## src/rtl/mult_pkg.sv

```systemverilog
// rtl/mult_pkg.sv - shared constants and types for the pipelined multiplier
// Purpose: default operand width, pipeline latency and product type used by
//          multiplier_8bit and its partial-product adder.
// Ports:   none (package).

package mult_pkg;

  localparam int MULT_WIDTH   = 8;
  localparam int MULT_LATENCY = 3;

  typedef logic [2*MULT_WIDTH-1:0] prod_t;

  // Number of stage-2 partial sums for a given operand width: pairs of
  // partial products, plus one pass-through slot when the width is odd.
  function automatic int num_sums(input int width);
    return (width + 1) / 2;
  endfunction

endpackage

```

## src/rtl/mult_pp_adder.sv

```systemverilog
// rtl/mult_pp_adder.sv - combinational adder for one pair of shifted partial products
// Purpose: sums two already-shifted partial products in full product width.
// Ports:
//   pp_a_i  in   2*WIDTH  first shifted partial product
//   pp_b_i  in   2*WIDTH  second shifted partial product
//   sum_o   out  2*WIDTH  pp_a_i + pp_b_i (never overflows for legal operands)

module mult_pp_adder #(
  parameter int WIDTH = 8
) (
  input  logic [2*WIDTH-1:0] pp_a_i,
  input  logic [2*WIDTH-1:0] pp_b_i,
  output logic [2*WIDTH-1:0] sum_o
);

  assign sum_o = pp_a_i + pp_b_i;

endmodule

```

## src/rtl/multiplier_8bit.sv

```systemverilog
// rtl/multiplier_8bit.sv - three-stage pipelined unsigned multiplier
// Purpose: product = A * B at full 2*WIDTH width, one operand pair per clock,
//          result and out_valid three cycles after the pair is presented.
// Ports:
//   clk        in   1        rising-edge clock
//   rst_n      in   1        asynchronous active-low reset, clears all stages
//   in_valid   in   1        A/B qualify this cycle
//   A          in   WIDTH    multiplicand, unsigned
//   B          in   WIDTH    multiplier, unsigned
//   out_valid  out  1        product holds a valid result this cycle
//   product    out  2*WIDTH  A*B of the pair presented three cycles earlier

module multiplier_8bit
  import mult_pkg::*;
#(
  parameter int WIDTH = MULT_WIDTH
) (
  input  logic               clk,
  input  logic               rst_n,
  input  logic               in_valid,
  input  logic [WIDTH-1:0]   A,
  input  logic [WIDTH-1:0]   B,
  output logic               out_valid,
  output logic [2*WIDTH-1:0] product
);

  localparam int PW    = 2 * WIDTH;
  localparam int NPAIR = WIDTH / 2;
  localparam int NSUM  = num_sums(WIDTH);

  // Valid travels alongside the data; bit k is the valid of stage k+1.
  logic [MULT_LATENCY-1:0] vld_q;
  logic [MULT_LATENCY-1:0] vld_d;

  // Stage 1: operand registers
  logic [WIDTH-1:0] a_q, b_q;

  // Stage 2: shifted partial products and pairwise sums
  logic [PW-1:0] pp    [WIDTH];
  logic [PW-1:0] sum_d [NSUM];
  logic [PW-1:0] sum_q [NSUM];

  // Stage 3: final reduction
  logic [PW-1:0] product_d;
  logic [PW-1:0] product_q;

  assign vld_d = {vld_q[MULT_LATENCY-2:0], in_valid};

  // Datapath is deliberately not gated by valid; bubbles carry whatever
  // arithmetic result their operands produce and are qualified downstream.
  always_comb begin
    for (int i = 0; i < WIDTH; i++) begin
      pp[i] = '0;
      if (b_q[i]) begin
        pp[i] = PW'(a_q) << i;
      end
    end
  end

  for (genvar p = 0; p < NPAIR; p++) begin : g_pair
    mult_pp_adder #(
      .WIDTH (WIDTH)
    ) u_pp_adder (
      .pp_a_i (pp[2*p]),
      .pp_b_i (pp[2*p+1]),
      .sum_o  (sum_d[p])
    );
  end

  if ((WIDTH % 2) != 0) begin : g_odd
    assign sum_d[NSUM-1] = pp[WIDTH-1];
  end

  always_comb begin
    product_d = '0;
    for (int j = 0; j < NSUM; j++) begin
      product_d = product_d + sum_q[j];
    end
  end

  always_ff @(posedge clk or negedge rst_n) begin
    if (!rst_n) begin
      vld_q     <= '0;
      a_q       <= '0;
      b_q       <= '0;
      product_q <= '0;
      for (int j = 0; j < NSUM; j++) begin
        sum_q[j] <= '0;
      end
    end else begin
      vld_q     <= vld_d;
      a_q       <= A;
      b_q       <= B;
      product_q <= product_d;
      for (int j = 0; j < NSUM; j++) begin
        sum_q[j] <= sum_d[j];
      end
    end
  end

  assign out_valid = vld_q[MULT_LATENCY-1];
  assign product   = product_q;

endmodule

```

## config.mk

```make
export PLATFORM = sky130hd
export DESIGN_NAME = multiplier_8bit
export DESIGN_NICKNAME = d
export VERILOG_FILES = /design/src/rtl/mult_pkg.sv /design/src/rtl/mult_pp_adder.sv /design/src/rtl/multiplier_8bit.sv
export SDC_FILE = /design/constraint.sdc
export NUM_CORES = 1
export LEC_CHECK = 0
export CORE_UTILIZATION = 53
export CTS_CLUSTER_SIZE = 10
export DETAILED_ROUTE_END_ITERATION = 12
export MAX_ROUTING_LAYER = met4
export PLACE_DENSITY_LB_ADDON = 0.12
export SYNTH_ARGS = -nofsm -noshare
export SYNTH_HDL_FRONTEND = slang
export SYNTH_SLANG_ARGS = --single-unit
```

## constraint.sdc

```tcl
create_clock -name clk -period 2.8 [get_ports clk]
set_input_delay 0.42 -clock clk [delete_from_list [all_inputs] [get_ports clk]]
set_output_delay 0.42 -clock clk [all_outputs]
set_load 0.03 [all_outputs]
```

* Yosys cells after proc, flatten, opt, wreduce, memory -nomap -nowiden
Cells that the tools add are included.
Storage, ports and cells: register bits after elaboration 99, input port bits 19, output and inout port bits 17, word-level logic and storage cells 23
Operators by class: $add $sub $neg 7, multiplexer cells 8
Operator list (count):
- $add A16 B16 Y16 | 3
- $add A14 B15 Y16 | 1
- $mux W15 | 1
- $add A12 B13 Y14 | 1
- $mux W14 | 1
- $mux W13 | 1
- $add A10 B11 Y12 | 1
- $mux W12 | 1
- $mux W11 | 1
- $add A8 B9 Y10 | 1
- $mux W10 | 1
- $mux W9 | 1
- $mux W8 | 1

* Depth between registers and ports, before layout
word-level depth 3, mapped depth 10, mapped depth without buffers 10

* Modules after synthesis
Synthesis repeated with hierarchy kept, for this count alone.
Second synthesis, totals: cell total of the unflattened synthesis 770, area, all modules 7583.5 um2
By module, submodules not included:
- multiplier_8bit | times used 1, cells each 363, area an instance 4475.5 um2, sequential area each 2477.4 um2
- mult_pp_adder at g_pair[1].u_pp_adder ... | times used 2, cells each 98, area an instance 724.4 um2, sequential area each 0.0 um2
- mult_pp_adder at g_pair[0].u_pp_adder | times used 1, cells each 107, area an instance 853.3 um2, sequential area each 0.0 um2
- mult_pp_adder at g_pair[3].u_pp_adder | times used 1, cells each 104, area an instance 805.8 um2, sequential area each 0.0 um2

* Worst setup path after synthesis
OpenSTA, ideal clock, no wires.
path type register to register, from register sum_q[6] in the netlist's numbering, to register product_q[10] (netlist: product[10]), library setup time 0.128 ns, data arrival time 2.488 ns, data required time 2.672 ns, setup slack 0.184 ns, stages on the path, launching flop included 11, path buffers 0, period minus slack after synthesis 2.616 ns, path through dfrtp_1 > fa_1 > inv_1 > fa_1 > inv_1 > ha_1 > o211ai_1 > o21ai_1 > a21o_1 > a211oi_1 > a21oi_1
Between the ends: cells in the longest elaborated chain, start to end 1
RTL lines:
- start: declaration | line multiplier_8bit.sv:41 | logic [PW-1:0] sum_q [NSUM];
- start signal: indexed assignment | line multiplier_8bit.sv:96 | sum_q[j] <= sum_d[j];
- $add A16 B16 Y16 | line multiplier_8bit.sv:77 | product_d = product_d + sum_q[j];
- via product_d[10] | line multiplier_8bit.sv:44 | logic [PW-1:0] product_d;
- end signal: assignment | line multiplier_8bit.sv:94 | product_q <= product_d;
- end: declaration | line multiplier_8bit.sv:45 | logic [PW-1:0] product_q;
The timed path passes the listed nets, and every way through them passes these cells.

* Worst setup path in the final report
from register sum_q[6] in the netlist's numbering, to register product_q[14] (netlist: product[14])
Same word-level chain as after synthesis.

==> key figures <==
Final layout
  • Final net count: 545
  • Fill cell count: 623
  • Antenna cells: 0
  • Fraction of layout cells with a size suffix above 1: 0.08423
  • Commonest non-fill, non-tap cell in the layout: dfrtp_1
  • Most frequent cells in the layout: dfrtp_1 (75), inv_1 (52), and2_1 (52)
  • Syn-to-layout area delta: 17.18%

Synthesis
  • Mapped Cells: 411
  • Synthesized net count: 498
  • Netlist area before placement: 4428 um^2
  • Sequential fraction of the synthesis area: 0.4238
  • Synth warn: 0
  • Syn Area/Cell: 10.77 um^2
  • Synthesis-stage register bit count: 75
  • Netlist cell types: 29

Detailed routing
  • DRT iter0 DRCs: 88
  • Detailed Routing Iterations Pass 1: 4
  • DR vias: 2940
  • Vias per std cell: 5.204
  • Routed length per instance: 14.07 um
  • Post-Route WL: 7950 um
  • ANT nets after route: 0
  • DRC: 0

Global routing
  • Largest net degree at the start of global routing: 76
  • First-pass GRT wire length: 13660 um
  • Initial antenna violation count: 0
  • Gr ovfl total: 0
  • Total track usage: 0.2124
  • Number of global-route vias before repair: 3015

STA
  • WHS: 0.2080 ns
  • Fin. Hold Viols: 0
  • Final-report max-slew violation count: 0
  • Max-slew headroom: 0.3977
  • Worst slew pin tran: 0.9035 ns
  • Clock Skew: 0.01257 ns
  • Final setup fails: 0
  • Period utilization: 0.9625
  • Total negative slack: 0 ns
  • Max Freq: 0.3710 GHz
  • Tmin final: 2.695 ns

Power
  • Leakage Power: 0.002530 uW
  • Maximum vdd drop: 0.3288 mV
  • Pwr dens: 743.3 nW/um^2

Placement
  • Port bufs: 35
  • Final HPWL DP: 5855 um
  • Final Wtd Congestion: 0.8168

Outcome
  • Outcome: completed

Critical path
  • Setup crit end kind: flip-flop
  • Data required, critical path: 3.03 ns
  • CP Launch Type: flip-flop
  • Setup Crit Path Kind: reg2reg
  • Crit path max fanout: 4
  • CP arrival: 2.93 ns

Die
  • I/O pin cnt: 36
  • Die ar.: 8724 um^2
  • Die height: 93.41 um
  • Starting density of the core: 0.5614
  • Site Rows: 32
  • Core Footprint: 7888 um^2
  • Die Span X: 93.41 um

Clock tree
  • CTS Buf Count: 9
  • Root buffer cell: clkbuf_8
  • Bufs on Longest Clock Path: 2
  • Clk slew on worst S/H paths: 0.09 ns
  • TritonCTS Sinks: 75
  • Htree depth: 3
  • CTS tree: done
  • Clk_lat worst skew: 0.35 ns

Run
  • Max Cap Violations: 0

Hold path
  • HP Class: in2async
-- final cells by class --
cell class	count	area (um^2)	share of cell area
inverter	52	195.2	0.03762
clock inverter	7	82.58	0.01592
sequential	75	1877	0.3617
tap	102	127.6	0.02460
timing repair buffer	36	355.3	0.06848
multi-input combinational	284	2427	0.4678
clock buffer	9	123.9	0.02387
-- power breakdown --
part	internal (uW)	switching (uW)	total, uW
Sequential	1260	71.3	1330
Clock	427	452	879
Combinational	761	888	1650
Total	2450	1410	3860
-- repair_timing --
action / CTS / global route
resized for setup: 0 / 9
hold buffers: 0 / 0
setup endpoints to repair: 0 / 4
buffers inserted: 0 / 1
-- sequential cells by signal, summed over array words and instances, names as in the netlist --
name     cells
b_q          8
product     16
vld_q        3
sum_q       40
a_q          8
-- layer usage --
metal  routed length, um  global-route usage  vias up
met1                3630              0.2669     1425
met2                3981              0.3499       53
li1                    -                   -     1456
met3                 247             0.03008        6
met4                  91             0.08077        0
met5                   0                   -        -
-- final timing paths --
| check | start | to | slack [ns] | cells after the start |
|---|---|---|---|---|
| max | sum_q[6]$_DFF_PN0_ | product[14]$_DFF_PN0_ | 0.10 | 10 |
| min | rst_n | b_q[1]$_DFF_PN0_ | 0.21 | 1 |
| max reg2reg | sum_q[6]$_DFF_PN0_ | product[14]$_DFF_PN0_ | 0.10 | 10 |
| min reg2reg | vld_q[0]$_DFF_PN0_ | vld_q[1]$_DFF_PN0_ | 0.36 | 0 |
| max in group asynchronous | rst_n | sum_q[8]$_DFF_PN0_ | 2.02 | 1 |
| min in group clk | vld_q[0]$_DFF_PN0_ | vld_q[1]$_DFF_PN0_ | 0.36 | 0 |
-- cells by family after synthesis --
family	Yosys count	synth area share
compound gates	73	0.1204
buf+inv	52	0.04408
xor+xnor	27	0.05341
fa+ha+maj	68	0.2193
simple gates	116	0.1390
flops	75	0.4238
-- per-stage QoR --
step	power [uW]	utilization	setup slack, ns	instances	cell area, um^2
6_report	3857	0.6578	0.1049	565	5189
5_1_grt	4136	0.6578	-0.007895	565	5189
4_1_cts	3710	0.6478	0.02736	564	5110
3_5_place_dp	2820	0.6217	0.04968	548	4903
3_3_place_gp	2781	0.6217	0.1292	548	4903
2_1_floorplan	2409	-	0.1842	411	4428
-- cells in the mapped netlist --
library cell	number	area, um^2
a211oi_1	13	97.59
a211oi_2	1	12.51
a21o_1	9	67.56
a21oi_1	10	50.05
a21oi_2	4	35.03
a21oi_4	1	16.27
a221oi_1	4	35.03
a31o_1	2	17.52
a31oi_1	1	6.260
and2_1	52	325.3
and3_1	1	6.260
dfrtp_1	75	1877
fa_1	16	320.3
ha_1	52	650.6
inv_1	52	195.2
nand2_1	19	71.32
nor2_1	22	82.58
nor2b_1	8	50.05
nor3_1	12	60.06
nor3_2	2	20.02
o211ai_1	1	7.510
o211ai_2	2	25.02
o21a_1	8	60.06
o21ai_0	10	50.05
o21ai_1	2	10.01
o21ai_2	4	35.03
o21bai_1	1	7.510
xnor2_1	24	210.2
xor2_1	3	26.28
-- worst max-delay path: stages (launching register included) --
cell	delay, ns
dfrtp_1	0.40
fa_1	0.53
inv_1	0.05
fa_1	0.49
inv_1	0.06
ha_4	0.28
o211ai_1	0.15
o211ai_2	0.25
buf_4	0.14
a31oi_1	0.09
xnor2_1	0.14
Note: power is estimated with default switching activity, not from simulation.
